### src/rtl/pix_pkg.sv
// pix_pkg: shared pixel/mode widths, processing-mode encodings and arbiter state type.
package pix_pkg;
    localparam int PIX_W  = 8;
    localparam int MODE_W = 2;

    typedef enum logic [MODE_W-1:0] {
        MODE_BYPASS    = 2'b00,
        MODE_INVERT    = 2'b01,
        MODE_BRIGHTEN  = 2'b10,
        MODE_THRESHOLD = 2'b11
    } pix_mode_e;

    typedef enum logic {
        IDLE  = 1'b0,
        GRANT = 1'b1
    } arb_state_e;
endpackage

### src/rtl/pix_stream_arb_rr_pick.sv
// rr_pick: combinational round-robin picker, first set request after last_i (wrapping).
module rr_pick #(
    parameter int  N = 4,
    localparam int W = $clog2(N)
) (
    input  logic [N-1:0] req_i,
    input  logic [W-1:0] last_i,
    output logic [W-1:0] gnt_o,
    output logic         any_o
);
    logic [W-1:0] idx;

    // Walk offsets from farthest to nearest so the nearest match is written last.
    always_comb begin
        gnt_o = '0;
        idx   = '0;
        for (int i = N; i >= 1; i--) begin
            idx = W'((int'(last_i) + i) % N);
            if (req_i[idx]) gnt_o = idx;
        end
    end

    assign any_o = |req_i;
endmodule

### src/rtl/pix_stream_arb.sv
// pix_stream_arb: round-robin burst arbiter muxing NUM_REQ pixel streams onto one processing port.
// Define PIX_ARB_STATS_EN to add saturating per-requester beat counters.
module pix_stream_arb
    import pix_pkg::*;
#(
    parameter int  NUM_REQ   = 4,
    parameter int  BURST_LEN = 16,
    localparam int IW        = $clog2(NUM_REQ),
    localparam int BW        = $clog2(BURST_LEN + 1)
) (
    input  logic                      clk,
    input  logic                      rst_n,
    input  logic                      arb_en,
    input  logic [NUM_REQ*PIX_W-1:0]  req_data,
    input  logic [NUM_REQ*MODE_W-1:0] req_mode,
    input  logic [NUM_REQ-1:0]        req_valid,
    output logic [NUM_REQ-1:0]        req_ready,
    output logic [PIX_W-1:0]          proc_data,
    output logic [MODE_W-1:0]         proc_mode,
    output logic                      proc_valid,
    input  logic                      proc_ready,
    output logic [IW-1:0]             grant_id,
    output logic                      busy,
    input  logic [IW-1:0]             stats_sel,
    output logic [15:0]               stats_cnt
);
    arb_state_e    state_q;
    logic [IW-1:0] owner_q, last_q, pick;
    logic [BW-1:0] beat_q;
    logic          any, beat;

    rr_pick #(.N(NUM_REQ)) u_pick (
        .req_i  (req_valid),
        .last_i (last_q),
        .gnt_o  (pick),
        .any_o  (any)
    );

    assign busy       = state_q == GRANT;
    assign grant_id   = owner_q;
    assign proc_valid = busy & req_valid[owner_q];
    assign proc_data  = busy ? req_data[int'(owner_q)*PIX_W +: PIX_W] : '0;
    assign proc_mode  = busy ? req_mode[int'(owner_q)*MODE_W +: MODE_W] : '0;
    assign req_ready  = busy ? NUM_REQ'(proc_ready) << owner_q : '0;
    assign beat       = proc_valid & proc_ready;

    // owner_q is zeroed on release so grant_id reads 0 while idle.
    always_ff @(posedge clk or negedge rst_n) begin
        if (!rst_n) begin
            state_q <= IDLE;
            owner_q <= '0;
            last_q  <= IW'(NUM_REQ - 1);
            beat_q  <= '0;
        end else if (state_q == IDLE) begin
            if (arb_en && any) begin
                state_q <= GRANT;
                owner_q <= pick;
                beat_q  <= '0;
            end
        end else if (beat ? beat_q == BW'(BURST_LEN - 1) : !req_valid[owner_q]) begin
            state_q <= IDLE;
            last_q  <= owner_q;
            owner_q <= '0;
        end else if (beat) begin
            beat_q <= beat_q + BW'(1);
        end
    end

`ifdef PIX_ARB_STATS_EN
    logic [15:0] cnt_q [NUM_REQ];

    always_ff @(posedge clk or negedge rst_n) begin
        if (!rst_n) begin
            for (int i = 0; i < NUM_REQ; i++) cnt_q[i] <= '0;
        end else begin
            for (int i = 0; i < NUM_REQ; i++)
                if (beat && owner_q == IW'(i) && cnt_q[i] != 16'hFFFF) cnt_q[i] <= cnt_q[i] + 16'd1;
        end
    end

    assign stats_cnt = cnt_q[stats_sel];
`else
    logic unused_stats_sel;
    assign unused_stats_sel = ^stats_sel;
    assign stats_cnt        = '0;
`endif
endmodule
### config.mk
export PLATFORM = sky130hd
export DESIGN_NAME = pix_stream_arb
export DESIGN_NICKNAME = d
export VERILOG_FILES = /design/src/rtl/pix_pkg.sv /design/src/rtl/pix_stream_arb_rr_pick.sv /design/src/rtl/pix_stream_arb.sv
export SDC_FILE = /design/constraint.sdc
export NUM_CORES = 1
export LEC_CHECK = 0
export ABC_AREA = 1
export BUFFER_PORTS_ARGS = -buffer_cell sky130_fd_sc_hd__buf_2
export CORE_MARGIN = 5
export CORE_UTILIZATION = 38
export CTS_CLUSTER_SIZE = 28
export DETAILED_ROUTE_END_ITERATION = 7
export HOLD_SLACK_MARGIN = 0.08
export PLACE_DENSITY = 0.78
export SYNTH_ARGS = -nofsm -noshare
export SYNTH_HDL_FRONTEND = slang
export SYNTH_SLANG_ARGS = --single-unit
### constraint.sdc
create_clock -name clk -period 1.4 [get_ports clk]
set_clock_uncertainty 0.15 [all_clocks]
set_input_delay 0.28 -clock clk [delete_from_list [all_inputs] [get_ports clk]]
set_output_delay 0.28 -clock clk [all_outputs]
set_load 0.02 [all_outputs]
==> run_summary.xml <==
<?xml version="1.0" encoding="UTF-8"?>
<metrics>
  <group name="cts">
    <metric name="htree_num_levels" unit="">1</metric>
    <metric name="path_clk_slew" unit="ns">0.07</metric>
    <metric name="cts_root_buffer" unit="">sky130_fd_sc_hd__clkbuf_4</metric>
    <metric name="cts_inserted_buffers" unit="">3</metric>
    <metric name="clock_sinks" unit="">10</metric>
    <metric name="clock_latency" unit="ns">0.28</metric>
    <metric name="cts.path.max_buffers" unit="">2</metric>
    <metric name="cts_tree" unit="">built</metric>
  </group>
  <group name="die">
    <metric name="core-area" unit="um2">3050</metric>
    <metric name="std_cell_rows" unit="">20</metric>
    <metric name="die_height" unit="um">66.6</metric>
    <metric name="io_pins" unit="">84</metric>
    <metric name="die_area" unit="um2">4430</metric>
    <metric name="die_w" unit="um">66.6</metric>
    <metric name="initial_core_util" unit="%">39.8</metric>
  </group>
  <group name="sta">
    <metric name="drv_slew" unit="">0</metric>
    <metric name="grt_setup_unrepaired" unit="">true</metric>
    <metric name="finalWorstPathRequiredPeriod" unit="ns">1.92</metric>
    <metric name="timing.final.setup_violations" unit="">27</metric>
    <metric name="timing.fmax" unit="MHz">521</metric>
    <metric name="postLayoutSetupSlackWorst" unit="ns">-0.520</metric>
    <metric name="min_period_over_period" unit="%">137</metric>
    <metric name="fin_worst_hold_slack" unit="ns">0.236</metric>
    <metric name="hold_viol_final" unit="">0</metric>
  </group>
  <group name="worst_setup_path">
    <metric name="worst_ep_required" unit="ns">0.97</metric>
    <metric name="worst_path_dominant_cell_family" unit="">flip-flops</metric>
    <metric name="crit_type" unit="">reg2out</metric>
    <metric name="cp_num_buf_inv" unit="">2</metric>
    <metric name="critPathCaptureType" unit="">primary output</metric>
    <metric name="arrival_time_of_the_worst_setup_path" unit="ns">1.49</metric>
    <metric name="crit_path_max_fanout" unit="">7</metric>
    <metric name="timing.critical_path.slowest_stage_cell" unit="">sky130_fd_sc_hd__dfrtp_2</metric>
    <metric name="path_cells" unit="">buf_6 &gt; nor2_1 &gt; nor2_1 &gt; o21ai_1 &gt; a21oi_2 &gt; buf_6</metric>
    <metric name="slowest_delay" unit="ns">0.50</metric>
    <metric name="setup.worst_path.start_class" unit="">flop</metric>
  </group>
  <group name="final_layout">
    <metric name="finish.instance_area" unit="um2">2250</metric>
    <metric name="n_fill_cell" unit="">220</metric>
    <metric name="area_growth_syn_to_layout" unit="%">85.4</metric>
    <metric name="insertedDiodeCount" unit="">0</metric>
    <metric name="drive_above_1_share" unit="%">58.9</metric>
    <metric name="most_common_library_cell_in_the_layout_ignoring_fill_and_taps" unit="">sky130_fd_sc_hd__buf_2</metric>
    <metric name="fin_cells" unit="">346</metric>
    <metric name="layout_common_cells" unit="">50 x sky130_fd_sc_hd__buf_2, 34 x sky130_fd_sc_hd__nor2_1, 32 x sky130_fd_sc_hd__buf_4, 31 x sky130_fd_sc_hd__nand2_1, 21 x sky130_fd_sc_hd__buf_6</metric>
    <metric name="finalNetCount" unit="">355</metric>
  </group>
  <group name="grt">
    <metric name="grtUsageMet1" unit="%">22.2</metric>
    <metric name="total_routing_resource_utilization_after_global_routing" unit="%">20.0</metric>
    <metric name="via_count_of_the_first_global_routing_pass" unit="">1596</metric>
    <metric name="gr-usage-met3" unit="%">5.40</metric>
    <metric name="grt_start_max_net_pins" unit="">11</metric>
    <metric name="grt_first_pass_wirelength" unit="um">6910</metric>
    <metric name="global_route.usage.met2" unit="%">35.5</metric>
    <metric name="grt_antenna_before_repair" unit="">0</metric>
    <metric name="grt-ovfl-total" unit="">0</metric>
    <metric name="busiest_layer" unit="">met2</metric>
  </group>
  <group name="placed_design">
    <metric name="dp.cells" unit="">328</metric>
    <metric name="placement.io_buffers" unit="">65</metric>
    <metric name="dpl_cell_area" unit="um2">1860</metric>
    <metric name="detailed_place_hpwl" unit="um">3070</metric>
    <metric name="finalWeightedCongestion" unit="">0.831</metric>
  </group>
  <group name="drt">
    <metric name="route.detailed.vias_per_inst" unit="">4.91</metric>
    <metric name="postRouteWirelength" unit="um">4730</metric>
    <metric name="antenna_left" unit="">0</metric>
    <metric name="detail_route.wl_per_cell" unit="um">13.7</metric>
    <metric name="number_of_iterations_in_the_first_detailed_routing_pass" unit="">5</metric>
    <metric name="starting_drc_count_in_detailed_routing" unit="">82</metric>
    <metric name="num_vias" unit="">1700</metric>
    <metric name="drc" unit="">0</metric>
  </group>
  <group name="power">
    <metric name="vdd_ir_drop_max" unit="mV">0.935</metric>
    <metric name="total_leakage_power" unit="nW">1.14</metric>
    <metric name="power.density_cell_area" unit="nW/um2">2020</metric>
  </group>
  <group name="synthesis">
    <metric name="synth_top_cell_by_area" unit="">sky130_fd_sc_hd__dfrtp_1</metric>
    <metric name="synth.ff_latch_count" unit="">10</metric>
    <metric name="yosys_warn_count" unit="">0</metric>
    <metric name="synth_area_leaders" unit="">sky130_fd_sc_hd__dfrtp_1 16%, sky130_fd_sc_hd__nand2_1 15%, sky130_fd_sc_hd__nor2_1 13%, sky130_fd_sc_hd__buf_4 10%, sky130_fd_sc_hd__o21ai_0 7.8%</metric>
    <metric name="synth_area_per_cell" unit="um2">5.99</metric>
    <metric name="seq_area_frac_synth" unit="%">20.8</metric>
    <metric name="post-synth-top-area-fraction" unit="%">16.5</metric>
    <metric name="synth_area" unit="um2">1220</metric>
    <metric name="library_cells_used_by_synthesis" unit="">27</metric>
    <metric name="synth_cells" unit="">203</metric>
  </group>
  <group name="min_path">
    <metric name="hold_path_class" unit="">in2async</metric>
  </group>
  <group name="outcome">
    <metric name="violations_in_the_final_reports" unit="">setup timing</metric>
    <metric name="run_status" unit="">finished, violations left</metric>
  </group>
  <group name="run">
    <metric name="timing.max_cap.violations" unit="">0</metric>
  </group>
</metrics>
==> final cells by class <==
cell class | instances | area (um2) | area share [%]
Timing Repair inverter | 1 | 3.75 | 0.166
Inverter | 16 | 70.1 | 3.11
Timing Repair Buffer | 104 | 737 | 32.7
Tap cell | 44 | 55.1 | 2.44
Multi-Input combinational cell | 167 | 1100 | 48.6
Sequential cell | 10 | 256 | 11.4
Clock buffer | 4 | 36.3 | 1.61
==> worst paths after layout <==
path,startpoint,end,slack (ns),cells past startpoint
worst max-delay path,grant_id[0]$_DFFE_PN0P_,proc_mode[1],-0.52,6
worst min-delay path,rst_n,beat_q[4]$_DFFE_PN0P_,0.24,2
worst max register to register,grant_id[0]$_DFFE_PN0P_,beat_q[0]$_DFFE_PN0P_,-0.35,10
worst min register to register,last_q[1]$_DFFE_PN1P_,last_q[1]$_DFFE_PN1P_,0.36,2
max in group asynchronous,rst_n,last_q[0]$_DFFE_PN1P_,0.61,2
min in group clk,proc_ready,busy$_DFF_PN0_,0.27,4
==> power by group <==
| group | internal (W) | switching (W) |
|---|---|---|
| sequential | 0.000406 | 0.000177 |
| combinational | 0.00170 | 0.00201 |
| clock | 0.000158 | 0.000112 |
| total | 0.00227 | 0.00229 |
==> cells by family after synthesis <==
kind of cell | synth area share, %
AO/OA/AOI/OAI | 15.1
buffers and inverters | 19.8
flip-flops | 20.8
AND/OR/NAND/NOR | 41.3
other | 0.308
XOR/XNOR | 0.720
adder cells (fa/ha/maj) | 2.06
==> synthesized netlist by cell type <==
library cell	n
sky130_fd_sc_hd__nand3_2	2
sky130_fd_sc_hd__dfstp_2	2
sky130_fd_sc_hd__xor2_1	1
sky130_fd_sc_hd__inv_4	1
sky130_fd_sc_hd__a21oi_1	6
sky130_fd_sc_hd__o32ai_1	5
sky130_fd_sc_hd__inv_1	12
sky130_fd_sc_hd__buf_6	1
sky130_fd_sc_hd__nor2_1	43
sky130_fd_sc_hd__buf_2	6
sky130_fd_sc_hd__nand3_1	16
sky130_fd_sc_hd__nand2_1	47
sky130_fd_sc_hd__conb_1	1
sky130_fd_sc_hd__nor3b_1	1
sky130_fd_sc_hd__nand3b_4	1
sky130_fd_sc_hd__inv_2	2
sky130_fd_sc_hd__o21ai_0	19
sky130_fd_sc_hd__nor2_2	1
sky130_fd_sc_hd__o21ai_1	3
sky130_fd_sc_hd__nand4_1	1
sky130_fd_sc_hd__buf_4	17
sky130_fd_sc_hd__nor2_4	1
sky130_fd_sc_hd__dfrtp_1	8
sky130_fd_sc_hd__inv_6	1
sky130_fd_sc_hd__nand2_2	2
sky130_fd_sc_hd__ha_1	2
sky130_fd_sc_hd__clkbuf_1	1
==> stage by stage <==
step / power (W) / TNS, ns / util (%) / setup WS (ns)
after floorplan: 0.00258 / -2.90 / - / -0.196
after global placement: 0.00329 / -2.95 / 61.1 / -0.190
after detailed placement: 0.00333 / -3.25 / 61.1 / -0.199
after CTS: 0.00429 / -8.31 / 71.4 / -0.455
after global routing: 0.00487 / -11.52 / 73.9 / -0.586
final: 0.00456 / -9.64 / 73.9 / -0.520
==> layer usage <==
metal,vias to the layer above,wire length [um]
li1,824,-
met4,0,144
met3,15,373
met5,-,0
met2,76,2330
met1,785,1880
==> timing repair <==
item                                    4_1_cts  5_1_grt
hold buffers                                  1        0
endpoints found under the setup margin       28       28
pin swaps                                    12        9
setup buffers                                 7        6
endpoints found under the hold margin        10        0
gates resized for setup                      70       11
cloned                                        1        0
==> registers in the layout, indices dropped and copies added (netlist names) <==
register and cells:
busy 1, last_q 2, beat_q 5, grant_id 2
(Power assumes the default switching activity.)
